===== src/rtl/midi_encoder_if.sv =====
// Handshake bundle between a MIDI message/real-time source, the encoder and a
// byte-wide transmitter: message, real-time and tx byte channels plus the error pulse.
interface midi_encoder_if;
  logic        msg_valid;
  logic [23:0] msg_data;
  logic [1:0]  msg_len;
  logic        msg_ready;
  logic        rt_valid;
  logic [7:0]  rt_code;
  logic        rt_ready;
  logic        tx_valid;
  logic [7:0]  tx_data;
  logic        tx_ready;
  logic        err;

  modport slave (
    input  msg_valid, msg_data, msg_len, rt_valid, rt_code, tx_ready,
    output msg_ready, rt_ready, tx_valid, tx_data, err
  );

  modport master (
    output msg_valid, msg_data, msg_len, rt_valid, rt_code, tx_ready,
    input  msg_ready, rt_ready, tx_valid, tx_data, err
  );
endinterface


===== src/rtl/midi_encoder.sv =====
// MIDI message to byte-stream encoder with real-time byte injection and error flagging.
// Optional feature macro: MIDI_RUNNING_STATUS_EN (running-status compression + idle refresh).
module midi_encoder #(
  parameter int RS_REFRESH = 4096,
  parameter int CNT_W      = $clog2(RS_REFRESH + 1)
) (
  input  logic           clk,
  input  logic           rst_n,
  midi_encoder_if.slave  bus
);

  typedef enum logic [1:0] {
    IDLE        = 2'd0,
    SEND_STATUS = 2'd1,
    SEND_D1     = 2'd2,
    SEND_D2     = 2'd3
  } state_t;

  state_t      state_r;
  logic [23:0] data_r;
  logic [1:0]  len_r;
  logic        tx_valid_r;
  logic [7:0]  tx_data_r;
  logic        err_r;

  logic        slot_free_s;
  logic        rt_take_s;
  logic        accept_s;
  logic        malformed_s;
  logic        good_accept_s;
  logic        rt_status_s;
  logic [1:0]  eff_len_s;
  logic        data_bad_s;
  logic        suppress_s;
  state_t      cur_state_s;
  logic [23:0] cur_data_s;
  logic [1:0]  cur_len_s;
  logic        msg_load_s;
  logic [7:0]  load_byte_s;
  state_t      next_state_s;

  function automatic state_t after_load(input state_t st, input logic [1:0] len);
    state_t nxt;
    case (st)
      SEND_STATUS: nxt = (len > 2'd1) ? SEND_D1 : IDLE;
      SEND_D1:     nxt = (len == 2'd3) ? SEND_D2 : IDLE;
      default:     nxt = IDLE;
    endcase
    return nxt;
  endfunction

  // Data bytes always go out with bit7 cleared so a stray status bit cannot corrupt the stream.
  function automatic logic [7:0] byte_of(input state_t st, input logic [23:0] d);
    logic [7:0] b;
    case (st)
      SEND_STATUS: b = d[7:0];
      SEND_D1:     b = d[15:8] & 8'h7F;
      SEND_D2:     b = d[23:16] & 8'h7F;
      default:     b = 8'h00;
    endcase
    return b;
  endfunction

  assign slot_free_s   = !tx_valid_r || bus.tx_ready;
  assign rt_take_s     = slot_free_s && bus.rt_valid;
  assign accept_s      = bus.msg_valid && (state_r == IDLE);
  assign malformed_s   = (bus.msg_len == 2'd0) || !bus.msg_data[7];
  assign good_accept_s = accept_s && !malformed_s;
  assign rt_status_s   = (bus.msg_data[7:0] >= 8'hF8);
  assign eff_len_s     = rt_status_s ? 2'd1 : bus.msg_len;
  assign data_bad_s    = ((eff_len_s >= 2'd2) && bus.msg_data[15]) ||
                         ((eff_len_s == 2'd3) && bus.msg_data[23]);

`ifdef MIDI_RUNNING_STATUS_EN
  localparam int             CW        = (CNT_W < 1) ? 1 : CNT_W;
  localparam logic [CW-1:0]  REFRESH_C = CW'(RS_REFRESH);

  logic [7:0]    last_status_r;
  logic [CW-1:0] idle_cnt_r;
  logic          expired_s;
  logic          channel_s;

  assign expired_s  = (RS_REFRESH != 0) && (idle_cnt_r == REFRESH_C);
  assign channel_s  = bus.msg_data[7] && (bus.msg_data[7:4] != 4'hF);
  // A 1-byte channel message keeps its status, otherwise nothing would be sent at all.
  assign suppress_s = channel_s && (eff_len_s > 2'd1) && !expired_s &&
                      (bus.msg_data[7:0] == last_status_r);

  // Idle counter and remembered running status.
  always_ff @(posedge clk or negedge rst_n) begin
    if (!rst_n) begin
      idle_cnt_r    <= {CW{1'b0}};
      last_status_r <= 8'h00;
    end else begin
      if (rt_take_s || msg_load_s) begin
        idle_cnt_r <= {CW{1'b0}};
      end else if (idle_cnt_r != REFRESH_C) begin
        idle_cnt_r <= idle_cnt_r + CW'(1);
      end
      if (good_accept_s && channel_s) begin
        last_status_r <= bus.msg_data[7:0];
      end else if (good_accept_s && !rt_status_s) begin
        last_status_r <= 8'h00;
      end else if (expired_s) begin
        last_status_r <= 8'h00;
      end
    end
  end
`else
  localparam int unused_cfg = RS_REFRESH + CNT_W;
  assign suppress_s = 1'b0;
`endif

  // Resolve which byte (fresh message or latched one) competes for the output slot.
  always_comb begin
    cur_state_s = state_r;
    cur_data_s  = data_r;
    cur_len_s   = len_r;
    if (good_accept_s) begin
      cur_state_s = suppress_s ? SEND_D1 : SEND_STATUS;
      cur_data_s  = bus.msg_data;
      cur_len_s   = eff_len_s;
    end else begin
      cur_state_s = state_r;
    end
    msg_load_s   = slot_free_s && !bus.rt_valid && (cur_state_s != IDLE);
    load_byte_s  = byte_of(cur_state_s, cur_data_s);
    next_state_s = msg_load_s ? after_load(cur_state_s, cur_len_s) : cur_state_s;
  end

  // FSM, message latch, output slot and error pulse.
  always_ff @(posedge clk or negedge rst_n) begin
    if (!rst_n) begin
      state_r    <= IDLE;
      data_r     <= 24'h000000;
      len_r      <= 2'd0;
      tx_valid_r <= 1'b0;
      tx_data_r  <= 8'h00;
      err_r      <= 1'b0;
    end else begin
      state_r <= next_state_s;
      if (good_accept_s) begin
        data_r <= bus.msg_data;
        len_r  <= eff_len_s;
      end
      if (rt_take_s) begin
        tx_data_r  <= bus.rt_code;
        tx_valid_r <= 1'b1;
      end else if (msg_load_s) begin
        tx_data_r  <= load_byte_s;
        tx_valid_r <= 1'b1;
      end else if (slot_free_s) begin
        tx_valid_r <= 1'b0;
      end
      err_r <= accept_s && (malformed_s || data_bad_s);
    end
  end

  assign bus.msg_ready = (state_r == IDLE);
  assign bus.rt_ready  = rt_take_s;
  assign bus.tx_valid  = tx_valid_r;
  assign bus.tx_data   = tx_data_r;
  assign bus.err       = err_r;

endmodule


===== src/flat_wrapper.sv =====
// flat-port wrapper written by rule: the top's interface ports become plain ports
module midi_encoder_flat 
#(
  parameter int RS_REFRESH = 4096,
  parameter int CNT_W      = $clog2(RS_REFRESH + 1)
)
  (clk, rst_n, bus_msg_valid, bus_msg_data, bus_msg_len, bus_rt_valid, bus_rt_code, bus_tx_ready, bus_msg_ready, bus_rt_ready, bus_tx_valid, bus_tx_data, bus_err);
  midi_encoder_if bus_i ();
  input  logic clk;
  input  logic rst_n;
  input wire logic [$bits(bus_i.msg_valid)-1:0] bus_msg_valid;
  input wire logic [$bits(bus_i.msg_data)-1:0] bus_msg_data;
  input wire logic [$bits(bus_i.msg_len)-1:0] bus_msg_len;
  input wire logic [$bits(bus_i.rt_valid)-1:0] bus_rt_valid;
  input wire logic [$bits(bus_i.rt_code)-1:0] bus_rt_code;
  input wire logic [$bits(bus_i.tx_ready)-1:0] bus_tx_ready;
  output wire logic [$bits(bus_i.msg_ready)-1:0] bus_msg_ready;
  output wire logic [$bits(bus_i.rt_ready)-1:0] bus_rt_ready;
  output wire logic [$bits(bus_i.tx_valid)-1:0] bus_tx_valid;
  output wire logic [$bits(bus_i.tx_data)-1:0] bus_tx_data;
  output wire logic [$bits(bus_i.err)-1:0] bus_err;
  assign bus_i.msg_valid = bus_msg_valid;
  assign bus_i.msg_data = bus_msg_data;
  assign bus_i.msg_len = bus_msg_len;
  assign bus_i.rt_valid = bus_rt_valid;
  assign bus_i.rt_code = bus_rt_code;
  assign bus_i.tx_ready = bus_tx_ready;
  assign bus_msg_ready = bus_i.msg_ready;
  assign bus_rt_ready = bus_i.rt_ready;
  assign bus_tx_valid = bus_i.tx_valid;
  assign bus_tx_data = bus_i.tx_data;
  assign bus_err = bus_i.err;
  midi_encoder #(.RS_REFRESH(RS_REFRESH), .CNT_W(CNT_W)) u_core (.clk(clk), .rst_n(rst_n), .bus(bus_i));
endmodule

===== config.mk =====
export PLATFORM = sky130hd
export DESIGN_NAME = midi_encoder_flat
export DESIGN_NICKNAME = d
export VERILOG_FILES = /design/src/rtl/midi_encoder_if.sv /design/src/rtl/midi_encoder.sv /design/src/flat_wrapper.sv
export SDC_FILE = /design/constraint.sdc
export NUM_CORES = 1
export LEC_CHECK = 0
export ABC_AREA = 1
export CORE_AREA = 4 4 56 95
export DETAILED_ROUTE_END_ITERATION = 7
export DIE_AREA = 0 0 60 99
export PLACE_DENSITY = 0.75
export SLEW_MARGIN = 20
export SYNTH_ARGS = -nofsm -noshare
export SYNTH_HDL_FRONTEND = slang
export SYNTH_SLANG_ARGS = --single-unit

===== constraint.sdc =====
create_clock -name clk -period 1.38 [get_ports clk]
set_input_delay 0.345 -clock clk [delete_from_list [all_inputs] [get_ports clk]]
set_output_delay 0.345 -clock clk [all_outputs]
set_load 0.01 [all_outputs]

Word level (Yosys, flattened, before mapping):

Cells that the tools add are included.

* input port bits: 39
* output and inout port bits: 12
* logic and storage cells: 50
* bits in registers: 37

* $lt $le $gt $ge: 3
* reductions and logical operators: 21
* equal/unequal tests: 5
* mux-type cells: 14

Operator list (count)
* 8-bit one-hot mux with 3 select lines: 1
* 23-bit 2-to-1 mux: 1
* 8-bit 2-to-1 mux: 2
* 2-bit 2-to-1 mux: 6
* 2-bit == test (second input constant): 4
* 8-bit greater-or-equal comparator (second input constant): 1
* 1-bit logical AND: 8
* 1-bit logical NOT: 4
* 2-bit logical NOT: 2
* 1-bit logical OR: 4
* 2-bit one-hot mux with 2 select lines: 1
* 2-bit nonzero test: 2
* 1-bit 2-to-1 mux: 3
* 3-bit nonzero test: 1
* 2-bit by 1-bit == test with 1-bit output (second input constant): 1
* 2-bit greater-or-equal comparator (second input constant): 1
* 2-bit by 1-bit > comparator with 1-bit output (second input constant): 1

Longest topological paths before layout:

* word-level depth: 9
* depth in mapped cells: 11
* depth with buffers taken out: 10

Worst setup path after synthesis:

OpenSTA, ideal clock, no wires.

* kind: reg-to-reg
* start point: reg u_core.state_r[1]
* end point: reg u_core.tx_data_r[6] (netlist: u_core.bus.tx_data[6])
* cell stages (with the launch flop): 10
* period minus slack after synthesis: 1.441 ns
* data arrival time: 1.324 ns
* slack: -0.061 ns
* required time: 1.263 ns
* path buffers: 1
* library setup time: 0.117 ns
* cell sequence: dfrtp_1 -> nor2_4 -> nand2_2 -> nor2_4 -> buf_4 -> nand2_1 -> nand3_1 -> nand3_1 -> nand2_1 -> nand2_1

* word-level cells in the longest chain between the ends: 8
* elaborated cells between the ends (all ways): 14
* those cells by class: eq/ne: 3; mux: 5; reduce/logical: 6

RTL lines
* start: declaration: line midi_encoder.sv:19 `state_t state_r;`
* start signal: assignment: line midi_encoder.sv:141 `state_r <= next_state_s;`
* 2-bit logical NOT (*)
* via bus_msg_ready: line flat_wrapper.sv:17 `output wire logic [$bits(bus_i.msg_ready)-1:0] bus_msg_ready;`
* 1-bit logical AND (*): line midi_encoder.sv:66 `assign accept_s = bus.msg_valid && (state_r == IDLE);`
* 1-bit logical AND (*): line midi_encoder.sv:68 `assign good_accept_s = accept_s && !malformed_s;`
* 2-bit 2-to-1 mux: line midi_encoder.sv:119 `if (good_accept_s) begin`
* 2-bit == test or 2-bit by 1-bit == test with 1-bit output (tied branches): line midi_encoder.sv:55 `case (st)`
* 8-bit one-hot mux with 3 select lines: line midi_encoder.sv:55
* 8-bit 2-to-1 mux: line midi_encoder.sv:149 `end else if (msg_load_s) begin`
* 8-bit 2-to-1 mux: line midi_encoder.sv:146 `if (rt_take_s) begin`
* end signal: assignment: line midi_encoder.sv:147 `tx_data_r <= bus.rt_code;`
* end signal: assignment: line midi_encoder.sv:150 `tx_data_r <= load_byte_s;`
* end: declaration: line midi_encoder.sv:23 `logic [7:0] tx_data_r;`

The timed path passes the listed nets; every way through them passes the cells marked *. The select of a mux whose other input is x is not followed.
A chain may end at the register's enable or synchronous reset.

Worst setup path in the final report:

* start point: reg u_core.state_r[1]
* end point: reg u_core.tx_data_r[5] (netlist: u_core.bus.tx_data[5])

* word-level cells in the longest chain between the ends: 8
* elaborated cells between the ends (all ways): 14
* those cells by class: eq/ne: 3; mux: 5; reduce/logical: 6

RTL lines (line)
* 2-bit logical NOT: midi_encoder.sv:66
* 1-bit logical AND: midi_encoder.sv:66
* 1-bit logical AND: midi_encoder.sv:68
* 2-bit 2-to-1 mux: midi_encoder.sv:119
* 2-bit == test or 2-bit by 1-bit == test with 1-bit output (tied branches): midi_encoder.sv:55
* 8-bit one-hot mux with 3 select lines: midi_encoder.sv:55
* 8-bit 2-to-1 mux: midi_encoder.sv:149
* 8-bit 2-to-1 mux: midi_encoder.sv:146

Parallel ways exist; a longest one is shown, timed or not. The select of a mux whose other input is x is not followed.

==> flow_summary.json <==
{
  "initial_core_util": 0.423,
  "hpwl_mm": 3.52,
  "cts_tree": "done",
  "htree_levels": 2,
  "dr.pass1.iters": 4,
  "cp.required_ps": 1610,
  "drtAntennaViolNets": 0,
  "drive_gt1_frac": 0.344,
  "cp-end-kind": "flip-flop",
  "clock_latency_ps": 290,
  "cts_buffer_depth": 2,
  "yosysSeqAreaShare": 0.475,
  "synth-simple-area-share": 0.400,
  "via_per_inst": 4.87,
  "synth_fa_ha_area_frac": 0,
  "crit_start": "u_core.state_r[1]",
  "drt_iter0_drc": 41,
  "worstSetupStartpointType": "flip-flop",
  "antenna_found_initial": 0,
  "port_buffers": 50,
  "finClkSkew_ps": 5.95,
  "synth_top_family_by_area": "simple AND/OR/NAND/NOR gates",
  "cts_hold_buf": 0,
  "nets": 381,
  "arrival_ps": 1740,
  "syn_avg_cell_area_um2": 7.33,
  "ys_ff_latch": 36,
  "cts_buffers": 5,
  "use_met2": 0.332,
  "hp-class": "primary input to flip-flop",
  "timing.max_slew.rel_slack": 0.767,
  "area_growth_pct": 66.4,
  "dieWidth_um": 60,
  "globalRoute.busiestLayer": "met2",
  "ir_drop_v": 0.00114,
  "tns_ps": -1000,
  "yosysWarningCount": 0,
  "cts_sinks": 36,
  "worst_pin_slew_ps": 349,
  "power.total_mw": 5.30,
  "pin_count": 51,
  "std_cell_rows": 32,
  "vias": 1919,
  "overflow": 0,
  "critPathMaxFanout": 6,
  "grt_util_all_layers": 0.194,
  "synthMuxAreaShare": 0,
  "outcome": "finished, violations left",
  "grt_pass1_vias": 1987,
  "synthCells": 259,
  "period_minus_slack_ps": 1510,
  "synth_area_um2": 1900,
  "cap_violations": 0,
  "rr_startpoint": "u_core.state_r[1]",
  "violations": "negative setup slack",
  "grt_use_met1": 0.209,
  "clk_pin_slew_ps": 70,
  "rsz0062_at_grt": "yes",
  "synth_xor_area_frac": 0,
  "diodes": 0,
  "coreArea_um2": 4480,
  "powerDensity_nw_per_um2": 1680,
  "finalHoldViolations": 0,
  "p_leak_nw": 1.72,
  "gp_congestion": 0.794,
  "grt_max_degree": 37,
  "finalWirelength_mm": 5.35,
  "setup_ws_ps": -132,
  "holdCritStartpoint": "bus_rt_valid",
  "wl_per_cell_um": 13.6,
  "clock.fmax_ghz": 0.661,
  "fin_crit_sh": 1.10,
  "synth_cell_type_count": 18,
  "die_h_um": 99,
  "setup_viol": 11,
  "grt_util_met3": 0.0354,
  "die_area_um2": 5940,
  "finalMaxSlewViolations": 0,
  "remaining_drc_errors": 0,
  "syn_nets": 298,
  "path_class": "flip-flop to flip-flop",
  "grt_pass1_wl_mm": 8.65,
  "clock-root-buffer": "clkbuf_8",
  "synth_compound_area_frac": 0.0119
}
==> worst max-delay path: stages (launching register included) <==
cell,delay (ps)
dfrtp_2,430
nor2_4,150
nand2_4,70
nor2_4,100
buf_12,140
nor2_4,60
nor2_4,200
nand2_1,100
nand3_2,90
nand2_1,60
nand2_1,60
==> cell type report <==
type / instances / area, um^2
Fill cell: 318 / 1330
Multi-Input combinational cell: 173 / 1090
Sequential cell: 36 / 902
Timing Repair Buffer: 80 / 826
Inverter: 46 / 175
Clock buffer: 6 / 82.6
Tap cell: 51 / 63.8
Clock inverter: 2 / 15.0
==> power breakdown <==
part	switching [mW]	internal [mW]	leakage [nW]	total, mW
Combinational	1.44	1.36	1.26	2.80
Sequential	0.190	1.52	0.419	1.71
Clock	0.384	0.404	0.0434	0.788
Total	2.01	3.28	1.72	5.30
==> placed cells by master (no fill, tap or decap) <==
master / Yosys / layout
buf_16: 0 / 1
dlygate4sd2_1: 0 / 13
buf_12: 0 / 5
dlymetal6s2s_1: 0 / 2
nor2_1: 8 / 5
o21ai_1: 1 / 2
clkinv_1: 2 / 1
buf_4: 2 / 18
and2_4: 0 / 7
nand2_4: 1 / 14
buf_6: 2 / 7
dfrtp_1: 36 / 35
clkinvlp_4: 0 / 2
inv_1: 43 / 43
inv_2: 1 / 1
nand3_1: 36 / 15
buf_8: 0 / 1
and2_1: 14 / 7
nand2_2: 5 / 24
nand3_4: 0 / 1
nand2_1: 100 / 68
o21ai_0: 2 / 1
dfrtp_2: 0 / 1
clkdlybuf4s50_1: 0 / 33
o21bai_2: 0 / 1
clkbuf_8: 0 / 6
nor2_4: 3 / 7
nand3_2: 1 / 21
inv_4: 0 / 1
==> state kept, by name, summed over array words and instances, names as in the netlist <==
register             cells
u_core.state_r           2
u_core.bus.tx_valid      1
u_core.data_r           22
u_core.bus.tx_data       8
u_core.len_r             2
u_core.bus.err           1
==> cells in the mapped netlist <==
master,count,share of area
and2_1,14,0.046
buf_2,1,0.0026
buf_4,2,0.0079
buf_6,2,0.012
clkinv_1,2,0.0040
dfrtp_1,36,0.47
inv_1,43,0.085
inv_2,1,0.0020
nand2_1,100,0.20
nand2_2,5,0.016
nand2_4,1,0.0059
nand3_1,36,0.095
nand3_2,1,0.0053
nor2_1,8,0.016
nor2_4,3,0.018
o21ai_0,2,0.0053
o21ai_1,1,0.0026
o21bai_1,1,0.0040
==> path summary, 6_finish.rpt <==
check,to,slack (ps),depth (start not counted)
setup / recovery,u_core.bus.tx_data[5],-130,10
hold / removal,u_core.bus.tx_valid,380,3
setup reg to reg,u_core.bus.tx_data[5],-130,10
hold reg to reg,u_core.data_r[1],490,2
max in group asynchronous,u_core.state_r[1],760,2
min in group asynchronous,u_core.data_r[9],420,2
==> cell families after synthesis <==
kind of cell | Yosys count
and+or+nand+nor | 168
buffers and inverters | 51
DFF | 36
AOI/OAI and AO/OA | 4
==> routing by layer <==
layer  wire length (um)  vias to the layer above  share of wire
met5                  0                        -              0
met4                280                        0          0.052
met3                241                       19          0.045
met2               2940                       53           0.55
met1               1890                      898           0.35
li1                   -                      949              -
==> timing repair <==
item,4_1_cts,5_1_grt
pin swaps,39,14
buffers inserted,7,1
hold endpoints to repair,0,0
endpoints found under the setup margin,37,30
gates cloned,3,0
resized for setup,87,27
==> stage by stage <==
step / setup slack, ps / instances / util / cell area (um^2) / hold slack, ps
after global routing: -227 / 394 / 0.705 / 3160 / 404
final: -132 / 394 / 0.705 / 3160 / 380
after floorplan: -46.2 / 259 / - / 1940 / 49.4
after CTS: -115 / 394 / 0.684 / 3070 / 427
after detailed placement: -553 / 377 / 0.593 / 2660 / 460
after global placement: -528 / 377 / 0.593 / 2660 / 452
No activity file was read; power rests on OpenSTA's default activity.
